**config.mk**
```make
export PLATFORM = sky130hd
export DESIGN_NAME = jk_bank_sched
export DESIGN_NICKNAME = d
export VERILOG_FILES = /design/src/rtl/jk_bank_sched.sv
export SDC_FILE = /design/constraint.sdc
export NUM_CORES = 1
export LEC_CHECK = 0
export ABC_AREA = 0
export CORE_UTILIZATION = 35
export DETAILED_ROUTE_END_ITERATION = 10
export HOLD_SLACK_MARGIN = 0.05
export PLACE_DENSITY_LB_ADDON = 0.08
export REMOVE_ABC_BUFFERS = 1
export SETUP_SLACK_MARGIN = 0.4
export SLEW_MARGIN = 40
export SYNTH_ARGS = -nofsm -noshare
export SYNTH_HDL_FRONTEND = slang
export SYNTH_SLANG_ARGS = --single-unit
```
**constraint.sdc**
```tcl
create_clock -name clk -period 1.8 [get_ports clk]
set_clock_uncertainty 0.2 [all_clocks]
set_input_delay 0.54 -clock clk [delete_from_list [all_inputs] [get_ports clk]]
set_output_delay 0.54 -clock clk [all_outputs]
set_load 0.01 [all_outputs]
```
**src/rtl/jk_bank_sched.sv**
```systemverilog
// jk_bank_sched
//   Round-robin scheduler that lets NREQ requesters share one WIDTH-bit JK
//   flip-flop bank. Each winning command is latched in IDLE, drives the
//   bank's J/K lines for one cycle in APPLY, and is acknowledged in RESP.
//   This gives one command every 3 cycles.
//
//   Build option: define JK_BANK_SCHED_FIXED_PRIO_EN to make the lowest
//   requester index always win. The round-robin pointer is then not built.
//
// Ports
//   clk        in   clock, rising edge
//   rst_n      in   asynchronous active-low reset
//   req_valid  in   [NREQ]        request pending per requester
//   req_op     in   [2*NREQ]      op of requester i at [2i+1:2i]
//                                 00 hold, 01 clear, 10 set, 11 toggle
//   req_mask   in   [WIDTH*NREQ]  bit mask of requester i
//   req_ack    out  [NREQ]        one-cycle one-hot completion pulse
//   jk_j/jk_k  out  [WIDTH]       J/K drive, nonzero only in APPLY
//   q          out  [WIDTH]       bank contents
//   busy       out  1             high whenever the FSM is not idle
module jk_bank_sched #(
    parameter int NREQ  = 4,
    parameter int WIDTH = 8
) (
    input  logic                   clk,
    input  logic                   rst_n,
    input  logic [NREQ-1:0]        req_valid,
    input  logic [2*NREQ-1:0]      req_op,
    input  logic [WIDTH*NREQ-1:0]  req_mask,
    output logic [NREQ-1:0]        req_ack,
    output logic [WIDTH-1:0]       jk_j,
    output logic [WIDTH-1:0]       jk_k,
    output logic [WIDTH-1:0]       q,
    output logic                   busy
);

    localparam int IW = (NREQ > 1) ? $clog2(NREQ) : 1;

    typedef enum logic [1:0] {
        S_IDLE  = 2'd0,
        S_APPLY = 2'd1,
        S_RESP  = 2'd2
    } state_t;

    state_t            state_q, state_d;
    logic [IW-1:0]     win_q, win_d;
    logic [1:0]        op_q, op_d;
    logic [WIDTH-1:0]  mask_q, mask_d;
    logic [WIDTH-1:0]  q_q, q_d;

    logic              grant_found;
    logic [IW-1:0]     grant_idx;
    logic [IW-1:0]     cand_idx;
    int                cand;
    logic [1:0]        op_sel;
    logic [WIDTH-1:0]  mask_sel;

`ifndef JK_BANK_SCHED_FIXED_PRIO_EN
    logic [IW-1:0]     rr_ptr_q, rr_ptr_d;
`endif

    // The scan starts at rr_ptr in round-robin mode and at 0 in fixed-priority mode.
    // The first valid requester found in the scan wins.
    always_comb begin
        grant_found = 1'b0;
        grant_idx   = '0;
        cand        = 0;
        cand_idx    = '0;
        for (int i = 0; i < NREQ; i++) begin
`ifdef JK_BANK_SCHED_FIXED_PRIO_EN
            cand = i;
`else
            cand = (int'(rr_ptr_q) + i) % NREQ;
`endif
            cand_idx = IW'(cand);
            if (!grant_found && req_valid[cand_idx]) begin
                grant_found = 1'b1;
                grant_idx   = cand_idx;
            end
        end
    end

    always_comb begin
        op_sel   = '0;
        mask_sel = '0;
        for (int i = 0; i < NREQ; i++) begin
            if (grant_idx == IW'(i)) begin
                op_sel   = req_op[2*i +: 2];
                mask_sel = req_mask[WIDTH*i +: WIDTH];
            end
        end
    end

    always_comb begin
        state_d  = state_q;
        win_d    = win_q;
        op_d     = op_q;
        mask_d   = mask_q;
        q_d      = q_q;
        jk_j     = '0;
        jk_k     = '0;
`ifndef JK_BANK_SCHED_FIXED_PRIO_EN
        rr_ptr_d = rr_ptr_q;
`endif
        case (state_q)
            S_IDLE: begin
                if (grant_found) begin
                    win_d   = grant_idx;
                    op_d    = op_sel;
                    mask_d  = mask_sel;
                    state_d = S_APPLY;
                end
            end
            S_APPLY: begin
                jk_j    = op_q[1] ? mask_q : '0;
                jk_k    = op_q[0] ? mask_q : '0;
                // Characteristic JK equation: q+ = J & ~q | ~K & q
                q_d     = (jk_j & ~q_q) | (~jk_k & q_q);
                state_d = S_RESP;
            end
            S_RESP: begin
`ifndef JK_BANK_SCHED_FIXED_PRIO_EN
                if (win_q == IW'(NREQ - 1)) begin
                    rr_ptr_d = '0;
                end else begin
                    rr_ptr_d = win_q + 1'b1;
                end
`endif
                state_d = S_IDLE;
            end
            default: state_d = S_IDLE;
        endcase
    end

    always_ff @(posedge clk or negedge rst_n) begin
        if (!rst_n) begin
            state_q  <= S_IDLE;
            win_q    <= '0;
            op_q     <= '0;
            mask_q   <= '0;
            q_q      <= '0;
`ifndef JK_BANK_SCHED_FIXED_PRIO_EN
            rr_ptr_q <= '0;
`endif
        end else begin
            state_q  <= state_d;
            win_q    <= win_d;
            op_q     <= op_d;
            mask_q   <= mask_d;
            q_q      <= q_d;
`ifndef JK_BANK_SCHED_FIXED_PRIO_EN
            rr_ptr_q <= rr_ptr_d;
`endif
        end
    end

    always_comb begin
        req_ack = '0;
        for (int i = 0; i < NREQ; i++) begin
            req_ack[i] = (state_q == S_RESP) && (win_q == IW'(i));
        end
    end

    assign q    = q_q;
    assign busy = (state_q != S_IDLE);

endmodule

```
Word level (Yosys, flattened, before mapping)
Index checks and enable logic that the tools add are counted.
{ "word_totals": {"ff_bits": 24, "inputBits": 46, "out_inout_bits": 29, "wordCells": 74} }
{ "classes": {"addsub": 4, "magnitude_cmp": 4, "eq_ne": 9, "n_mux": 31, "bitwise": 5, "n_reduce_logical": 15} }
{ "op_table": {"columns": ["cell", "n"], "rows": [
  ["$mux W8", 8],
  ["$mux W2", 10],
  ["$and A8 B8 Y8", 2],
  ["$not A8 Y8", 2],
  ["$lt A2 B3 Y1 const B", 4],
  ["$eq A2 B2 Y1 const B", 5],
  ["$bmux W1 S2", 4],
  ["$mux W1", 8],
  ["$or A8 B8 Y8", 1],
  ["$logic_and A1 B1 Y1", 7],
  ["$eq A2 B1 Y1 const B", 3],
  ["$logic_not A2 Y1", 3],
  ["$add A2 B1 Y2 const B", 2],
  ["$add A2 B2 Y2 const B", 2],
  ["$pmux W2 S2", 1],
  ["$logic_not A1 Y1", 3],
  ["$ne A2 B2 Y1 const B", 1],
  ["$reduce_and A2 Y1", 1],
  ["$reduce_bool A2 Y1", 1]
]} }

Logic depth before layout (Yosys ltp)
Gate-level depths: netlist of the first run.
{ "logic_depth": {"word_depth": 17, "depth_mapped": 6, "mapped_depth_nobuf": 5} }

Worst setup path after synthesis of the first run
No wires, ideal clock.
{ "synth_path": {"path_kind": "register to output", "from": "register state_q[1]", "to": "output jk_j[2]", "arrival_ns": 1.078, "path_slack_ns": -0.018, "path_stages_with_launch": 4, "path_cell_list": "dfrtp_1 nor2b_1 clkbuf_1 and3_1"} }
{ "synth_between": {"elab_chain_cells": 2} }
{ "synth_rtl": {"columns": ["element", "line", "source"], "rows": [
  ["start, declared", "45", "state_t state_q, state_d;"],
  ["start signal, assigned", "146", "state_q <= state_d;"],
  ["$eq A2 B1 Y1", "105", "case (state_q)"],
  ["$mux W8", "105", null],
  ["end, declared", "31", "output logic [WIDTH-1:0] jk_j,"]
]} }
Every way passes these cells.

Worst setup path after layout of the first run
{ "layout_path": {"from": "register state_q[1]", "to": "output jk_j[1]"} }
The elaborated chain is that of the path after synthesis.

==> results.cfg, run 1 <==
[status]
status = complete, but fails checks
violations = negative setup slack

[floorplan]
die_y_um = 64.6
row_count = 22
die_w_um = 64.6
die_area_um2 = 4180
initial_core_util_pct = 36.9
ios = 75
core_region_area_um2 = 3720

[yosys]
synth-simple-area-share_pct = 20.3
syn_avg_cell_area_um2 = 9.95
yosysWarnings = 0
synth_top_family_by_area = simple AND/OR/NAND/NOR gates
syn_inst = 138
synthMuxAreaShare_pct = 16.1
ys_seq_area_share_pct = 43.8
syn_area_um2 = 1370
ys_seq_elements = 24
synth_cell_type_count = 23
synth_compound_area_share_pct = 12.5
synth_fa_ha_area_share_pct = 3.65
synthXorXnorAreaFrac_pct = 0

[timing]
rsz0062_at_grt = yes
relSlewSlack_pct = 70.4
fin_ws_ns = -0.280
hold_viol_final = 0
fmaxAchievable_mhz = 481
hold_ws_ns = 0.327
setup_viol = 31
drv_slew = 0
fin_crit_sh_pct = 116
fin_crit_ns = 2.08
tightest_slew_ns = 0.444

[cts]
htreeDepth = 1
cts.clk_slew.worst_paths_ns = 0.08
clockRootBuffer = clkbuf_8
clock-sinks = 24
cts_max_path_buffers = 2
insertion_delay_ns = 0.26
numCtsBuffers = 3
cts_tree = yes

[power]
total_power_mw = 4.70
peakVddDrop_mv = 0.777
p_sw_mw = 1.82
leakage_nw = 1.35
combPwrFrac_pct = 70.1
p_seq_share_pct = 23.1
clockPowerShare_pct = 6.8
switching_share_pct = 38.9
p_int_mw = 2.87
power.density_nw_per_um2 = 1510

[worst_setup_path]
cp_common_cell = buf_6
reg2regPathDepth = 7
cp_slowest_stage_delay_ns = 0.42
cp_top_family = flip-flops
crit_chain = nor2b_4 > buf_6 > and3_4 > buf_6
critical_path_class = flip-flop to output pin
critPathLaunchType = flip-flop
worst-path-buf-inv = 2
cpMaxStageDelayCell = dfrtp_1
setup.worst_path.end_class = output pin
path_depth = 4
crit_fanout = 8
worstPathArrival_ns = 1.34
worstPathRequired_ns = 1.06

[global_route]
grt_first_pass_wirelength_um = 7940
first_global_vias = 1670
antenna_found_initial = 0
grt_max_degree = 25
grt.total_usage_pct = 25.1
grt_overflow = 0

[placement]
globalplace.congestion = 0.762
io_buffers = 74
dp_slack_ns = -0.683
dpl.hpwl_um = 3090
dp.cells = 277

[flow_run]
max_cap_violations = 0

[finish]
layout_common_cells = 41 x clkdlybuf4s50_1, 34 x buf_6, 30 x buf_4
nets = 317
diodes = 0
multi_input_area_um2 = 1120
final_common_cell = clkdlybuf4s50_1
final_cells = 313
drive_gt1_share_pct = 60.0
area_growth_pct = 127
register_area_um2 = 601
final.fill_count = 210

[detailed_routing]
wl_per_cell_um = 18.2
drtIter0Drc = 49
drc_errors = 0
wl_um = 5690
dr.pass1.iters = 4
antenna_left = 0
viasPerCell = 5.24
vias = 1641

[min_path]
min_path_cells = 2
hp-class = flip-flop to flip-flop
[routing by layer]
layer | wire length, um | GRT usage (%) | up-vias
met2 | 3140 | 46.2 | 65
met4 | 148 | 10.0 | 0
met3 | 236 | 3.52 | 16
li1 | - | - | 759
met5 | 0 | 0 | -
met1 | 2170 | 29.0 | 801
[registers in the layout, indices dropped and copies added (netlist names)]
name      cells
mask_q        8
q             8
op_q          2
rr_ptr_q      2
state_q       2
win_q         2
[through the flow]
step | util (%) | instance area [um2] | setup TNS [ns]
after detailed placement | 63.0 | 2340 | -14.79
after global routing | 83.7 | 3110 | -7.09
after CTS | 74.7 | 2780 | -4.85
final | 83.7 | 3110 | -5.53
after global placement | 63.0 | 2340 | -13.89
after floorplan | - | 1340 | -4.89
[worst min-delay path, cell delays in order (launching register included)]
cell	delay [ns]
dfrtp_1	0.34
buf_4	0.11
a21oi_2	0.04
[kinds of logic (layout without fill, tap and decap cells)]
logic type	Yosys count	count (layout)
flip-flops	24	24
AO/OA/AOI/OAI	26	26
buffers and inverters	9	136
AND/OR/NAND/NOR	53	53
adder cells (fa/ha/maj)	4	4
multiplexers	22	22
[power by group through the flow]
stage	clock, mW	sequential [mW]	combinational [mW]
2_1_floorplan	0	1.04	0.868
3_3_place_gp	0	1.03	1.88
3_5_place_dp	0	1.05	1.93
4_1_cts	0.326	1.05	2.70
5_1_grt	0.346	1.11	3.51
6_report	0.321	1.08	3.29
[final timing paths]
path | from | endpoint | slack (ns)
worst max-delay path | state_q[1]$_DFFE_PN0P_ | jk_j[1] | -0.28
worst min-delay path | q[5]$_DFFE_PN0P_ | q[5]$_DFFE_PN0P_ | 0.33
worst max register to register | rr_ptr_q[1]$_DFFE_PN0P_ | mask_q[1]$_DFFE_PN0P_ | -0.10
worst min register to register | q[5]$_DFFE_PN0P_ | q[5]$_DFFE_PN0P_ | 0.33
max in group asynchronous | rst_n | mask_q[5]$_DFFE_PN0P_ | 0.83
min in group asynchronous | rst_n | rr_ptr_q[1]$_DFFE_PN0P_ | 0.42
[final cells by class]
cell class	count	area share [%]
Tap cell	48	1.93
Clock buffer	3	1.33
Multi-Input combinational cell	105	36.2
Timing Repair Buffer	129	40.7
Inverter	4	0.563
Sequential cell	24	19.3
[cells in the mapped netlist]
| master | number | area share (%) |
|---|---|---|
| inv_1 | 4 | 1.1 |
| o21ai_0 | 2 | 0.73 |
| o221ai_1 | 10 | 6.4 |
| o21ai_1 | 1 | 0.36 |
| nor4_1 | 1 | 0.46 |
| nand2_1 | 14 | 3.8 |
| clkbuf_1 | 2 | 0.55 |
| nor2b_1 | 2 | 0.91 |
| o21a_1 | 1 | 0.55 |
| or2_1 | 3 | 1.4 |
| dfrtp_1 | 24 | 44 |
| nor3_4 | 1 | 1.2 |
| mux2i_1 | 21 | 15 |
| and2_1 | 4 | 1.8 |
| nor2_1 | 11 | 3.0 |
| ha_1 | 4 | 3.6 |
| o22ai_1 | 1 | 0.46 |
| buf_2 | 1 | 0.36 |
| mux2_2 | 1 | 0.82 |
| a21oi_1 | 11 | 4.0 |
| buf_6 | 2 | 1.6 |
| and3_1 | 16 | 7.3 |
| nand2b_1 | 1 | 0.46 |
[timing repair]
item                       4_1_cts  5_1_grt
cloned                           4        0
setup endpoints to repair       45       48
pin swaps                       11        3
hold buffers                     0        0
gates resized for setup        206       50
setup buffers                   15       14
(Power assumes the default switching activity.)
==> run 2, diff against run 1 <==
- GPL_TIMING_DRIVEN: not set -> 0
==> results.cfg, run 2 (synthesis gave the netlist of run 1 again) <==
[worst_setup_path]
worstPathArrival_ns = 1.34
reg2regPathDepth = 7
path_depth = 4
cp_slowest_stage_delay_ns = 0.44
crit_chain = nor2b_4 > buf_6 > and3_4 > buf_6
r2r_end = mask_q[7]$_DFFE_PN0P_
critical_path_class = flip-flop to output pin
critPathLaunchType = flip-flop
crit_fanout = 8
cp_common_cell = buf_6
setup.worst_path.end_class = output pin
cp_top_family = flip-flops
worstPathRequired_ns = 1.06
reg2reg_from = rr_ptr_q[1]$_DFFE_PN0P_
reg2reg_slack_ns = -0.01
cpMaxStageDelayCell = dfrtp_1
worst-path-buf-inv = 2

[status]
status = complete, but fails checks
violations = negative setup slack

[finish]
final.fill_count = 245
drive_gt1_share_pct = 53.0
diodes = 0
area_growth_pct = 108
nets = 304
final_common_cell = clkdlybuf4s50_1
layout_common_cells = 40 x clkdlybuf4s50_1, 35 x buf_6, 23 x dfrtp_1
fin_area_um2 = 2850

[floorplan]
core_region_area_um2 = 3720
initial_core_util_pct = 36.9
ios = 75
die_w_um = 64.6
row_count = 22
die_area_um2 = 4180
die_y_um = 64.6

[timing]
tightest_slew_ns = 0.558
setup_viol = 23
drv_slew = 0
fin_ws_ns = -0.277
relSlewSlack_pct = 62.8
fin_tns_setup_ns = -5.22
hold_viol_final = 0
rsz0062_at_grt = yes
fmaxAchievable_mhz = 481
fin_crit_sh_pct = 115
fin_crit_ns = 2.08
hold_ws_ns = 0.0528

[global_route]
grt_overflow = 0
first_global_vias = 1477
grt.total_usage_pct = 22.4
grt_first_pass_wirelength_um = 7030
antenna_found_initial = 0
grt_max_degree = 25

[placement]
dpl.hpwl_um = 2770
placed_cell_area_um2 = 2160
io_buffers = 74
globalplace.congestion = 0.711

[cts]
cts_tree = yes
clock-sinks = 24
htreeDepth = 1
cts_max_path_buffers = 2
cts.clk_slew.worst_paths_ns = 0.09
numCtsBuffers = 3
insertion_delay_ns = 0.27
clockRootBuffer = clkbuf_8
cts_hold_buf = 0

[power]
leakage_nw = 1.26
power.density_nw_per_um2 = 1510
peakVddDrop_mv = 0.826

[min_path]
hp-class = primary input to async pin

[detailed_routing]
wl_per_cell_um = 16.1
dr.pass1.iters = 4
drc_errors = 0
drtIter0Drc = 35
vias = 1553
antenna_left = 0
wl_um = 4850
viasPerCell = 5.16

[flow_run]
max_cap_violations = 0
[run 2: worst max-delay path by stage]
stage	startpoint	to	slack (ns)
2_1_floorplan	req_valid[2]	mask_q[0]$_DFFE_PN0P_	-0.44
3_3_place_gp	req_valid[0]	mask_q[0]$_DFFE_PN0P_	-1.22
3_5_place_dp	req_valid[0]	mask_q[7]$_DFFE_PN0P_	-1.07
4_1_cts	state_q[0]$_DFFE_PN0P_	jk_j[2]	-0.25
5_1_grt	state_q[1]$_DFFE_PN0P_	jk_k[1]	-0.34
6_report	state_q[1]$_DFFE_PN0P_	jk_k[0]	-0.28
[run 2: repair_timing]
action | 4_1_cts | 5_1_grt
hold endpoints to repair | 0 | 0
pin swaps | 20 | 7
setup endpoints to repair | 52 | 52
cloned | 4 | 0
setup buffers | 23 | 13
gates resized for setup | 195 | 50
[run 2: layout make-up]
class | instances | area, um2 | area share, %
Tap cell | 48 | 60.1 | 2.11
Timing Repair Buffer | 114 | 1090 | 38.4
Clock buffer | 4 | 55.1 | 1.93
Inverter | 4 | 21.3 | 0.747
Sequential cell | 24 | 602 | 21.1
Multi-Input combinational cell | 107 | 1020 | 35.7
[run 2: report_power, final]
group / internal (mW) / switching (mW) / leakage, nW
registers: 0.816 / 0.273 / 0.286
clock network: 0.195 / 0.177 / 0.0288
logic: 1.60 / 1.26 / 0.949
[run 2: routing by layer]
layer  vias to the layer above  track usage, %  share of wire [%]
met5                         -               0                  0
met4                         0            8.06               0.78
met3                         4            4.05                5.9
met2                        58            40.9                 52
met1                       761            25.9                 42
li1                        730               -                  -
[run 2: stage by stage]
step	power, mW	setup slack [ns]	utilization, %	cells
global route	4.57	-0.340	76.7	301
global placement	2.59	-1.22	57.5	255
finish	4.32	-0.277	76.7	301
floorplan	1.90	-0.445	-	133
CTS	3.73	-0.252	67.7	288
detailed placement	2.69	-1.07	58.0	257
